## config.mk

```make
export PLATFORM = sky130hd
export DESIGN_NAME = branch_resolve_bht
export DESIGN_NICKNAME = d
export VERILOG_FILES = /design/src/rtl/branch_resolve_bht.sv
export SDC_FILE = /design/constraint.sdc
export NUM_CORES = 1
export LEC_CHECK = 0
export ABC_CLOCK_PERIOD_IN_PS = 7500
export BUFFER_PORTS_ARGS = -buffer_cell sky130_fd_sc_hd__buf_2
export CAP_MARGIN = 20
export CORE_MARGIN = 2
export CORE_UTILIZATION = 35
export DETAILED_ROUTE_END_ITERATION = 10
export MAX_ROUTING_LAYER = met4
export PLACE_DENSITY = 0.64
export SLEW_MARGIN = 20
export SYNTH_ARGS = -nofsm -noshare
export SYNTH_HDL_FRONTEND = slang
export SYNTH_SLANG_ARGS = --single-unit
export TNS_END_PERCENT = 50
```

## constraint.sdc

```tcl
create_clock -name clk -period 7.5 [get_ports clk]
set_clock_uncertainty 0.2 [all_clocks]
set_input_delay 1.875 -clock clk [delete_from_list [all_inputs] [get_ports clk]]
set_output_delay 1.875 -clock clk [all_outputs]
set_load 0.05 [all_outputs]
```

## src/rtl/branch_resolve_bht.sv

```systemverilog
// branch_resolve_bht: execute-stage branch/jump resolution with a fetch-stage
// branch history table of 2-bit saturating counters.
// Resolution (PCSrc, flush) and the fetch prediction are combinational; the
// table updates on the rising edge after a legal, non-stalled branch resolves.
// Optional feature macro: BRANCH_PERF_CNT_EN adds branch_count and
// mispredict_count performance counters.
module branch_resolve_bht #(
  parameter int         XLEN        = 32,
  parameter int         BHT_ENTRIES = 64,
  parameter logic [1:0] CNT_INIT    = 2'b01
) (
  input  logic            clk,
  input  logic            rst,
  input  logic [XLEN-1:0] pc_f,
  output logic            predict_taken_f,
`ifdef BRANCH_PERF_CNT_EN
  output logic [31:0]     branch_count,
  output logic [31:0]     mispredict_count,
`endif
  input  logic            valid_e,
  input  logic            stall_e,
  input  logic [6:0]      opcode_e,
  input  logic [2:0]      func3_e,
  input  logic [XLEN-1:0] pc_e,
  input  logic            predicted_taken_e,
  input  logic            ZeroFlag,
  input  logic            NegativeFlag,
  input  logic            UnsignedLess,
  output logic [1:0]      PCSrc,
  output logic            flush
);

  localparam int IDX_BITS = $clog2(BHT_ENTRIES);

  localparam logic [6:0] OP_BRANCH = 7'b1100011;
  localparam logic [6:0] OP_JAL    = 7'b1101111;
  localparam logic [6:0] OP_JALR   = 7'b1100111;

  localparam logic [1:0] SEL_SEQ     = 2'b00;
  localparam logic [1:0] SEL_BRANCH  = 2'b01;
  localparam logic [1:0] SEL_RECOVER = 2'b10;
  localparam logic [1:0] SEL_JUMP    = 2'b11;

  // Saturating 2-bit counter step: up on taken, down on not-taken, no wrap.
  function automatic logic [1:0] sat_next(input logic [1:0] cnt, input logic up);
    logic [1:0] res;
    if (up) begin
      res = (cnt == 2'b11) ? 2'b11 : cnt + 2'b01;
    end else begin
      res = (cnt == 2'b00) ? 2'b00 : cnt - 2'b01;
    end
    return res;
  endfunction

  logic [1:0]          bht_r [BHT_ENTRIES];
  logic [IDX_BITS-1:0] idx_f_s;
  logic [IDX_BITS-1:0] idx_e_s;
  logic                legal_br_s;
  logic                is_jump_s;
  logic                taken_act_s;
  logic                active_s;
  logic                upd_s;
  logic [1:0]          pcsrc_s;
  logic                flush_s;
  logic                unused_pc_bits_s;

  // Word-aligned PCs index the table; byte-offset and upper bits are ignored.
  assign idx_f_s = pc_f[IDX_BITS+1:2];
  assign idx_e_s = pc_e[IDX_BITS+1:2];
  assign unused_pc_bits_s = ^{pc_f[XLEN-1:IDX_BITS+2], pc_f[1:0],
                              pc_e[XLEN-1:IDX_BITS+2], pc_e[1:0]};

  // Only an unstalled valid instruction outside reset may redirect or train.
  assign active_s = valid_e & ~stall_e & ~rst;
  assign upd_s    = active_s & legal_br_s;

  // Decode instruction class and evaluate the actual branch outcome.
  always_comb begin
    legal_br_s  = 1'b0;
    is_jump_s   = 1'b0;
    taken_act_s = 1'b0;
    case (opcode_e)
      OP_BRANCH: begin
        legal_br_s = 1'b1;
        case (func3_e)
          3'b000:  taken_act_s = ZeroFlag;
          3'b001:  taken_act_s = ~ZeroFlag;
          3'b100:  taken_act_s = NegativeFlag;
          3'b101:  taken_act_s = ~NegativeFlag;
          3'b110:  taken_act_s = UnsignedLess;
          3'b111:  taken_act_s = ~UnsignedLess;
          default: begin
            legal_br_s  = 1'b0;
            taken_act_s = 1'b0;
          end
        endcase
      end
      OP_JAL, OP_JALR: begin
        is_jump_s = 1'b1;
      end
      default: begin
        is_jump_s = 1'b0;
      end
    endcase
  end

  // Pick the next-PC source and flush; correct predictions need no redirect.
  always_comb begin
    pcsrc_s = SEL_SEQ;
    flush_s = 1'b0;
    if (!active_s) begin
      pcsrc_s = SEL_SEQ;
      flush_s = 1'b0;
    end else if (is_jump_s) begin
      pcsrc_s = SEL_JUMP;
      flush_s = 1'b1;
    end else if (legal_br_s) begin
      if (taken_act_s && !predicted_taken_e) begin
        pcsrc_s = SEL_BRANCH;
        flush_s = 1'b1;
      end else if (!taken_act_s && predicted_taken_e) begin
        pcsrc_s = SEL_RECOVER;
        flush_s = 1'b1;
      end else begin
        pcsrc_s = SEL_SEQ;
        flush_s = 1'b0;
      end
    end else begin
      pcsrc_s = SEL_SEQ;
      flush_s = 1'b0;
    end
  end

  assign PCSrc           = pcsrc_s;
  assign flush           = flush_s;
  assign predict_taken_f = ~rst & bht_r[idx_f_s][1];

  // Counter table: reset to CNT_INIT, one saturating update per resolved branch.
  always_ff @(posedge clk or posedge rst) begin
    if (rst) begin
      for (int i = 0; i < BHT_ENTRIES; i++) begin
        bht_r[i] <= CNT_INIT;
      end
    end else if (upd_s) begin
      bht_r[idx_e_s] <= sat_next(bht_r[idx_e_s], taken_act_s);
    end
  end

`ifdef BRANCH_PERF_CNT_EN
  logic [31:0] branch_count_r;
  logic [31:0] mispredict_count_r;

  // Count trained branches and those that had to redirect fetch; wrap freely.
  always_ff @(posedge clk or posedge rst) begin
    if (rst) begin
      branch_count_r     <= 32'd0;
      mispredict_count_r <= 32'd0;
    end else if (upd_s) begin
      branch_count_r <= branch_count_r + 32'd1;
      if (flush_s) begin
        mispredict_count_r <= mispredict_count_r + 32'd1;
      end
    end
  end

  assign branch_count     = branch_count_r;
  assign mispredict_count = mispredict_count_r;
`endif

endmodule

```

==> impl_metrics.yaml <==
sta:
  rsz0062_at_grt: "no"
  fmax_mhz: 155
  tns_ps: 0
  fin_crit_ps: 6460
  hold_ws_ps: 260
  relSlewSlack: 0.257
  fin_ws_ps: 1040
  tightestPinTransition_ps: 1110
  hold_viol_final: 0
  period_share: 0.861
  maxSlewViolCount: 0
  setup_viol: 0
placed_design:
  pre_cts_slack_ps: 1020
  gp_congestion: 0.863
  dpl_cell_area_mm2: 0.00704
  dp.cells: 904
  dp_hpwl_um: 12100
  io_buffer_count: 33
synth:
  ys_seq_elements: 128
  synthXorXnorAreaFrac: 0.00262
  synth-compound-area-share: 0.147
  postSynth.asyncResetShare: 1.00
  synth_mux_area_frac: 0.157
  syn_area_mm2: 0.00669
  yosys_warnings: 0
  synthSimpleGateAreaFrac: 0.164
  synth-adder-area-share: 0.00692
  synth_enable_flop_cells: 0
  seq_area_frac_synth: 0.491
  syn_inst: 665
  avgSynthCellArea_um2: 10.1
  ys_types: 58
  synthesis.nets: 749
  synth_top_family_by_area: "simple AND/OR/NAND/NOR gates"
  synth_ff_type: "dfstp_2"
grt:
  antenna_found_initial: 0
  grt_pass1_wl_um: 29300
  grt_max_degree: 67
  grt_pass1_vias: 5099
  gr-usage-all-layers: 0.201
  grt_overflow: 0
power:
  switching_power_mw: 0.371
  combPwrFrac: 0.063
  sw_frac_of_total: 0.227
  p_per_area_mw_per_mm2: 214
  clock_power_share: 0.514
  seq_power_share: 0.423
  p_int_mw: 1.27
  peakVddDrop_mv: 0.0898
  power_mw: 1.64
  power_leakage_nw: 2.89
drt:
  dr.pass1.iters: 5
  vias_per_cell: 5.63
  drcViolationCount: 0
  wirelength_um: 18600
  routed-via-count: 5260
  ant_nets: 0
  routedWlPerCell_um: 19.8
  drt_iter0_markers: 566
setup_path:
  end_kind: "primary output"
  cp_slowest_cell: "mux4_2"
  cp_top_family: "multiplexers"
  cp_slowest_stage_delay_ps: 610
  crit_top_cell: "mux4_2"
  path_max_fanout: 16
  cp_data_required_time_ps: 5430
  cp-start-kind: "input port"
  cp_cell_sequence: "buf_2 -> mux4_2 -> mux4_2 -> mux4_2 -> and2_1 -> buf_2"
  cp.arrival_ps: 4380
  crit_type: "input port to primary output"
  path_buf_inv: 2
clock_tree:
  cts_tree: "done"
  clk_root_buffer_cell: "clkbuf_16"
  hold_buffers: 0
  h-tree-depth: 4
  post-cts-setup-buffers: 0
  cts.clk_slew.worst_paths_ps: 50
  cts.sinks: 128
  clock_latency_ps: 440
  clock_path_buffers: 2
  cts_resized: 0
  cts_buffers: 17
cells_and_area:
  fin_nets: 773
  mostFrequentLayoutCells: "nand2_1 (202), o21ai_0 (70), dfstp_2 (64), dfrtp_1 (64), o21ai_1 (60)"
  syn2layout_area_growth_pct: 14.3
  final_core_util: 0.409
  n_fill_cell: 1792
  final_cells: 935
  largest_reg_flops: 128
  largestRegisters: "bht_r: 128 flops"
  drive_above_1_share: 0.265
  final_common_cell: "nand2_1"
  largest_register: "bht_r"
  antenna-diode-count: 0
  fin_area_mm2: 0.00765
die:
  core_area_mm2: 0.0187
  start_util: 0.358
  die_w_um: 142
  fp.dieH_um: 142
  die_area_mm2: 0.0202
  ios: 86
  rows: 50
run_status:
  outcome: "finished clean"
hold_path:
  worstHoldPathType: "flop to flop"
run:
  cap_violations: 0
[cells in the mapped netlist, types with 3 or more instances]
| cell type | count | area (um2) |
|---|---|---|
| nand3_1 | 12 | 60.1 |
| mux2_1 | 3 | 33.8 |
| inv_1 | 9 | 33.8 |
| a221oi_1 | 9 | 78.8 |
| o21ai_1 | 60 | 300 |
| and3_1 | 5 | 31.3 |
| a22oi_1 | 3 | 22.5 |
| dfrtp_1 | 64 | 1600 |
| mux2i_1 | 9 | 90.1 |
| o21ai_0 | 70 | 350 |
| nand2_1 | 202 | 758 |
| buf_2 | 11 | 55.1 |
| mux4_2 | 40 | 901 |
| dfstp_2 | 64 | 1680 |
| clkbuf_1 | 13 | 48.8 |
| nand3b_1 | 3 | 22.5 |
| nor3_1 | 10 | 50.1 |
| nor2b_1 | 7 | 43.8 |
| nor2_1 | 7 | 26.3 |
| o211ai_1 | 3 | 22.5 |
| buf_4 | 5 | 37.5 |
| a31oi_1 | 3 | 18.8 |
| a211oi_1 | 4 | 30.0 |
| buf_1 | 3 | 11.3 |
| a21oi_1 | 5 | 25.0 |
[metal layers]
layer,wire length (um),global-route usage
met1,8010,0.265
met2,8550,0.295
met3,1440,0.0518
met4,557,0.0832
met5,0,-
[path summary, 6_finish.rpt]
path	start	end	slack, ps	cells past startpoint
worst max register to register	bht_r[66]	bht_r[36]	4000	8
worst min register to register	bht_r[48]	bht_r[48]	260	2
worst max-delay path	pc_f[2]	predict_taken_f	1040	6
min in group asynchronous	rst	bht_r[87]	1400	2
worst min-delay path	bht_r[48]	bht_r[48]	260	2
max in group asynchronous	rst	bht_r[71]	4380	3
[cell families after synthesis]
logic type	count (synthesis)
buffers and inverters	44
and+or+nand+nor	260
adders and majority gates	4
muxes	54
DFF	128
xor gates and xnor gates	2
AOI/OAI and AO/OA	173
[worst min-delay path, stage by stage, from the launching register on]
cell and delay, ps:
dfstp_2 360, nand2_1 40, o21ai_1 50
[final cells by class]
class	count	area [um2]	share of cell area
flip-flops and latches	128	3280	0.429
multi-input cells	493	3220	0.421
clock buffers	26	529	0.0692
well taps	234	293	0.0383
repair buffers	39	210	0.0275
clock inverters	5	75.1	0.00982
inverters	10	40.0	0.00523
[power by group through the flow]
stage / sequential [mW] / clock (mW) / combinational (mW)
CTS: 0.693 / 0.850 / 0.103
finish: 0.693 / 0.843 / 0.103
floorplan: 0.704 / 0 / 0.0668
detailed placement: 0.704 / 0 / 0.102
global route: 0.693 / 0.885 / 0.111
global placement: 0.704 / 0 / 0.102
No activity file was read; power rests on OpenSTA's default activity.
